`src/rtl/seq_det_pkg.sv`:
```
// seq_det_pkg: shared mode type, default parameters and packed-pattern symbol extraction
package seq_det_pkg;
  localparam int SYM_W_DEF = 2;
  localparam int DEPTH_DEF = 4;
  localparam int CNT_W_DEF = 8;
  localparam int PAT_MAX_W = 256;
  localparam int SYM_MAX_W = 16;
  typedef enum logic {NON_OVERLAP = 1'b0, OVERLAP = 1'b1} seq_mode_e;
  function automatic logic [SYM_MAX_W-1:0] pat_sym(input logic [PAT_MAX_W-1:0] pat, input int sym_w, input int i);
    logic [PAT_MAX_W-1:0] sh;
    sh = pat >> (i * sym_w);
    return sh[SYM_MAX_W-1:0] & ((SYM_MAX_W'(1) << sym_w) - SYM_MAX_W'(1));
  endfunction
endpackage

```
`src/rtl/seq_fallback_calc.sv`:
```
// seq_fallback_calc: combinational KMP fallback length and pattern-completion detect
module seq_fallback_calc
  import seq_det_pkg::*;
#(
  parameter int SYM_W = SYM_W_DEF,
  parameter int DEPTH = DEPTH_DEF,
  parameter int ST_W  = $clog2(DEPTH + 1)
) (
  input  logic [ST_W-1:0]        s,
  input  logic [SYM_W-1:0]       in_sym,
  input  logic [DEPTH*SYM_W-1:0] pattern,
  input  logic [ST_W-1:0]        len,
  output logic [ST_W-1:0]        k,
  output logic                   match
);
  function automatic logic [SYM_W-1:0] sym(input logic [DEPTH*SYM_W-1:0] p, input int i);
    return SYM_W'(pat_sym(PAT_MAX_W'(p), SYM_W, i));
  endfunction
  logic [DEPTH-1:0] ok;
  assign ok[0] = 1'b1;
  for (genvar j = 1; j < DEPTH; j++) begin : g_cand
    logic v;
    // candidate j: history suffix of length j equals the pattern prefix of length j
    always_comb begin
      v = (j <= int'(s) + 1) && (j < int'(len)) && (in_sym == sym(pattern, j - 1));
      for (int m = 0; m < j - 1; m++) v = v && (sym(pattern, int'(s) + 1 - j + m) == sym(pattern, m));
    end
    assign ok[j] = v;
  end
  // longest valid candidate wins; completion when the last pattern symbol arrives
  always_comb begin
    k = '0;
    for (int i = 1; i < DEPTH; i++) k = ok[i] ? ST_W'(i) : k;
    match = (int'(s) + 1 == int'(len)) && (in_sym == sym(pattern, int'(s)));
  end
endmodule

```
`src/rtl/seq_pattern_detector.sv`:
```
// seq_pattern_detector: runtime-programmable symbol sequence detector with match counter
module seq_pattern_detector
  import seq_det_pkg::*;
#(
  parameter int SYM_W = SYM_W_DEF,
  parameter int DEPTH = DEPTH_DEF,
  parameter int CNT_W = CNT_W_DEF,
  parameter int ST_W  = $clog2(DEPTH + 1)
) (
  input  logic                   clk,
  input  logic                   reset,
  input  logic                   in_valid,
  input  logic [SYM_W-1:0]       in_sym,
  input  logic                   cfg_load,
  input  logic [ST_W-1:0]        cfg_len,
  input  logic [DEPTH*SYM_W-1:0] cfg_pattern,
  input  logic                   cfg_overlap,
  output logic                   Q,
  output logic [CNT_W-1:0]       match_count,
  output logic                   armed,
  output logic                   cfg_err,
  output logic [ST_W-1:0]        state_var,
  output logic [ST_W-1:0]        next_state_var
);
  logic [DEPTH*SYM_W-1:0] pat_q, pat_d;
  logic [ST_W-1:0] len_q, len_d, s_q, s_d, k;
  logic [CNT_W-1:0] cnt_q, cnt_d;
  seq_mode_e mode_q, mode_d;
  logic armed_q, armed_d, q_q, q_d, err_q, err_d;
  logic match, cfg_ok, step, hit;
  seq_fallback_calc #(.SYM_W(SYM_W), .DEPTH(DEPTH), .ST_W(ST_W)) u_fb (
    .s(s_q),
    .in_sym(in_sym),
    .pattern(pat_q),
    .len(len_q),
    .k(k),
    .match(match)
  );
  // config takes priority over the stream; a symbol alongside cfg_load is dropped
  always_comb begin
    cfg_ok  = cfg_load && (cfg_len != '0) && (int'(cfg_len) <= DEPTH);
    step    = armed_q && in_valid && !cfg_load;
    hit     = step && match;
    s_d     = (cfg_ok || (hit && mode_q == NON_OVERLAP)) ? '0 : step ? k : s_q;
    pat_d   = cfg_ok ? cfg_pattern : pat_q;
    len_d   = cfg_ok ? cfg_len : len_q;
    mode_d  = cfg_ok ? seq_mode_e'(cfg_overlap) : mode_q;
    armed_d = armed_q || cfg_ok;
    q_d     = hit;
    err_d   = cfg_load && !cfg_ok;
    cnt_d   = cfg_ok ? '0 : (hit && cnt_q != '1) ? cnt_q + CNT_W'(1) : cnt_q;
  end
  // state, configuration and output registers
  always_ff @(posedge clk) begin
    if (reset) begin
      pat_q   <= '0;
      len_q   <= ST_W'(1);
      mode_q  <= NON_OVERLAP;
      armed_q <= 1'b0;
      s_q     <= '0;
      q_q     <= 1'b0;
      err_q   <= 1'b0;
      cnt_q   <= '0;
    end else begin
      pat_q   <= pat_d;
      len_q   <= len_d;
      mode_q  <= mode_d;
      armed_q <= armed_d;
      s_q     <= s_d;
      q_q     <= q_d;
      err_q   <= err_d;
      cnt_q   <= cnt_d;
    end
  end
  assign Q              = q_q;
  assign match_count    = cnt_q;
  assign armed          = armed_q;
  assign cfg_err        = err_q;
  assign state_var      = s_q;
  assign next_state_var = s_d;
endmodule

```
`config.mk`:
```
export PLATFORM = sky130hd
export DESIGN_NAME = seq_pattern_detector
export DESIGN_NICKNAME = d
export VERILOG_FILES = /design/src/rtl/seq_det_pkg.sv /design/src/rtl/seq_fallback_calc.sv /design/src/rtl/seq_pattern_detector.sv
export SDC_FILE = /design/constraint.sdc
export NUM_CORES = 1
export LEC_CHECK = 0
export CORE_ASPECT_RATIO = 1.2
export CORE_MARGIN = 2
export CORE_UTILIZATION = 43
export DETAILED_ROUTE_END_ITERATION = 8
export MAX_ROUTING_LAYER = met4
export PLACE_DENSITY = 0.67
export SETUP_SLACK_MARGIN = 0.5
export SYNTH_ARGS = -nofsm -noshare
export SYNTH_HDL_FRONTEND = slang
export SYNTH_SLANG_ARGS = --single-unit
```
`constraint.sdc`:
```
create_clock -name clk -period 4.05 [get_ports clk]
set_clock_uncertainty 0.1 [all_clocks]
set_input_delay 0.405 -clock clk [delete_from_list [all_inputs] [get_ports clk]]
set_output_delay 0.405 -clock clk [all_outputs]
set_load 0.02 [all_outputs]
```
==> flow_summary.yaml <==
yosys:
  synth-simple-area-share_pct: 20.1
  yosysWarnings: 0
  synth_cell_types: 55
  largest_family_of_logic_cells_by_synthesized_area: "compound AO/OA/AOI/OAI gates"
  share_of_the_synthesized_area_in_compound_gates_ao_oa_aoi_oai_pct: 22.4
  post_synth_instance_area_um2: 2000
  synth_fa_ha_area_share_pct: 6.27
  post_synth_edffs: 0
  post_syn_nets: 265
  share_of_synthesized_area_occupied_by_flip_flops_and_latches_pct: 26.1
  yosys.area_share.xor_xnor_pct: 7.02
  muxShareOfSynthArea_pct: 12.9
  synth.ff_latch_count: 26
  post_synth.cell_area_avg_um2: 8.42
  synth_ff_type: "dfxtp_1"
  postSynthCellCount: 237
  synth-async-reset-ratio_pct: 0
floorplan:
  die_h_um: 78.6
  floorplan.io_pins: 35
  start_util_pct: 44.1
  row_count: 27
  die_width_um: 66.2
  core_area_um2: 4530
  die_area_um2: 5200
clocking:
  worst_setup_hold_path_clk_slew_ns: 0.09
  cts.sink_count: 26
  cts-buffers-inserted: 3
  worst_skew_pair.late_latency_ns: 0.28
  clockBufferDepth: 2
  clock_tree.htree_level_count: 1
  clock_tree.root_cell: "clkbuf_8"
  tritoncts: "built"
worst_hold_path:
  worst_hold_class: "reg2reg"
grt:
  antenna_found_initial: 0
  gr-usage-all-layers_pct: 21.1
  final_global_route_overflow_total: 0
  grt_pass1_wl_um: 8420
  grt_start_max_net_pins: 20
  first_global_vias: 1780
finish:
  area_growth_syn_to_layout_pct: 32.5
  layout.cells.most_common_list: "clkdlybuf4s50_1 (32), nor2_1 (24), dfxtp_1 (23)"
  mostFrequentLayoutCell: "clkdlybuf4s50_1"
  final_cell_area_um2: 2640
  share_of_layout_cells_above_drive_strength_1_pct: 19.2
  finalCoreUtilization_pct: 58.4
  insertedDiodeCount: 0
  final_nets: 310
placement:
  placement.setup.worst_slack_ns: -0.0568
  gp_congestion: 0.875
  post-dp-hpwl_um: 3800
  placement.cell_area_um2: 2560
  portBuffers: 34
sta:
  finalHoldViolations: 0
  rsz0062_at_grt: "true"
  post-route-min-period_ns: 3.90
  finalMaxSlewViolations: 0
  setup-violations-final: 0
  tightestPinTransition_ns: 0.741
  final.setup.tns_ns: 0
  timing.final.ws_setup_ns: 0.153
  relSlewSlack_pct: 50.4
  clock.fmax_mhz: 257
  finalCritPeriodShare_pct: 96.2
status:
  outcome: "finished, final reports clean"
detailed_routing:
  post-route-drc-count: 0
  drt_wl_total_um: 5070
  wl_per_cell_um: 14.9
  detailedRoute.firstPassIterationCount: 4
  number_of_vias_after_detailed_routing: 1900
  first_iter_violations: 68
  via_per_inst: 5.60
  route.antenna.remaining_nets: 0
run:
  maxCapViolations: 0
pwr:
  ir_drop_mv: 0.204
  p_leak_nw: 0.998
  power.density_nw_per_um2: 211
  total_power_w: 0.000559
worst_setup_path:
  path_max_fanout: 4
  worstSetupPathType: "reg2out"
  start_kind: "flop"
  timing.critical_path.arrival_ns: 3.39
  worstPathRequired_ns: 3.54
  setup.worst_path.end_class: "output port"
==> layout make-up <==
class / count / area [um^2]
clock buffer: 4 / 45.0
fill: 413 / 1880
inverter: 13 / 48.8
multi-input combinational: 184 / 1460
sequential: 26 / 529
tap: 58 / 72.6
timing repair buffer: 54 / 493
==> kinds of logic (layout without fill, tap and decap cells) <==
| family | count (synthesis) | in the layout |
|---|---|---|
| and+or+nand+nor | 79 | 79 |
| AOI/OAI and AO/OA | 61 | 61 |
| buffers and inverters | 27 | 71 |
| DFF | 26 | 26 |
| muxes | 18 | 18 |
| xor gates and xnor gates | 16 | 16 |
| adders and majority gates | 10 | 10 |
==> registers in the layout, indices dropped and copies added (netlist names) <==
name and flops:
state_var 3, mode_q 1, pat_q 8, match_count 8, Q 1, armed 1
cfg_err 1, len_q 3
==> repair_timing <==
| action | 4_1_cts | 5_1_grt |
|---|---|---|
| endpoints found under the setup margin | 2 | 4 |
| gates resized for setup | 14 | 2 |
| setup buffers | 2 | 0 |
| pin swaps | 5 | 3 |
| hold buffers | 0 | 0 |
==> synthesized netlist by cell type, drive strengths merged (2+ instances only) <==
master | count | area [um^2]
o41a | 2 | 22.5
inv | 13 | 48.8
or3 | 5 | 31.3
dfxtp | 26 | 521
o2111ai | 2 | 17.5
a21oi | 14 | 73.8
and3b | 2 | 17.5
or2 | 2 | 12.5
xor2 | 10 | 87.6
nand3 | 9 | 45.0
o22ai | 2 | 12.5
nand3b | 2 | 15.0
nor3 | 3 | 15.0
a22oi | 3 | 22.5
a2111oi | 2 | 30.0
mux2i | 11 | 110
buf | 6 | 26.3
o311a | 2 | 20.0
nor2b | 7 | 43.8
o21ai | 15 | 75.1
clkbuf | 8 | 30.0
nand4b | 2 | 17.5
mux4 | 6 | 135
and2 | 3 | 18.8
a21o | 2 | 15.0
nor2 | 25 | 93.8
a31oi | 2 | 27.5
nand2 | 13 | 51.3
xnor2 | 6 | 52.6
a211oi | 6 | 50.1
ha | 10 | 125
==> worst max-delay path, stage by stage (launching register included) <==
cell	delay [ns]
dfxtp_4	0.37
ha_4	0.16
xor2_2	0.14
inv_1	0.08
ha_2	0.18
nor2b_4	0.17
nor2_4	0.05
ha_4	0.26
inv_2	0.04
o311a_1	0.33
o22ai_2	0.15
a211oi_2	0.07
a21o_1	0.18
o41a_1	0.51
a211oi_4	0.28
buf_6	0.14
==> final timing paths <==
path	from	cells after the start	to	slack (ns)
worst max register to register	state_var[0]	15	state_var[1]	0.62
worst max-delay path	state_var[0]	15	next_state_var[1]	0.15
worst min register to register	armed	2	armed	0.38
worst min-delay path	armed	2	armed	0.38
==> metal layers <==
layer	vias to the layer above	share of wire [%]	track usage, %	routed length, um
li1	953	-	-	-
met1	913	46	26.2	2330
met2	27	51	36.4	2560
met3	7	2.0	1.72	101
met4	0	1.4	5.92	70
met5	-	0	-	0
==> report_power, final <==
part	switching, W	internal, W	total, W
logic	0.0000627	0.0000671	0.000130
registers	0.0000136	0.000264	0.000277
clock network	0.0000811	0.0000706	0.000152
total	0.000157	0.000401	0.000559
==> through the flow <==
stage,hold slack [ns],std cells
finish,0.376,339
global route,0.411,339
detailed placement,0.361,333
global placement,0.353,333
CTS,0.375,339
floorplan,0.364,237
(Power assumes the default switching activity.)
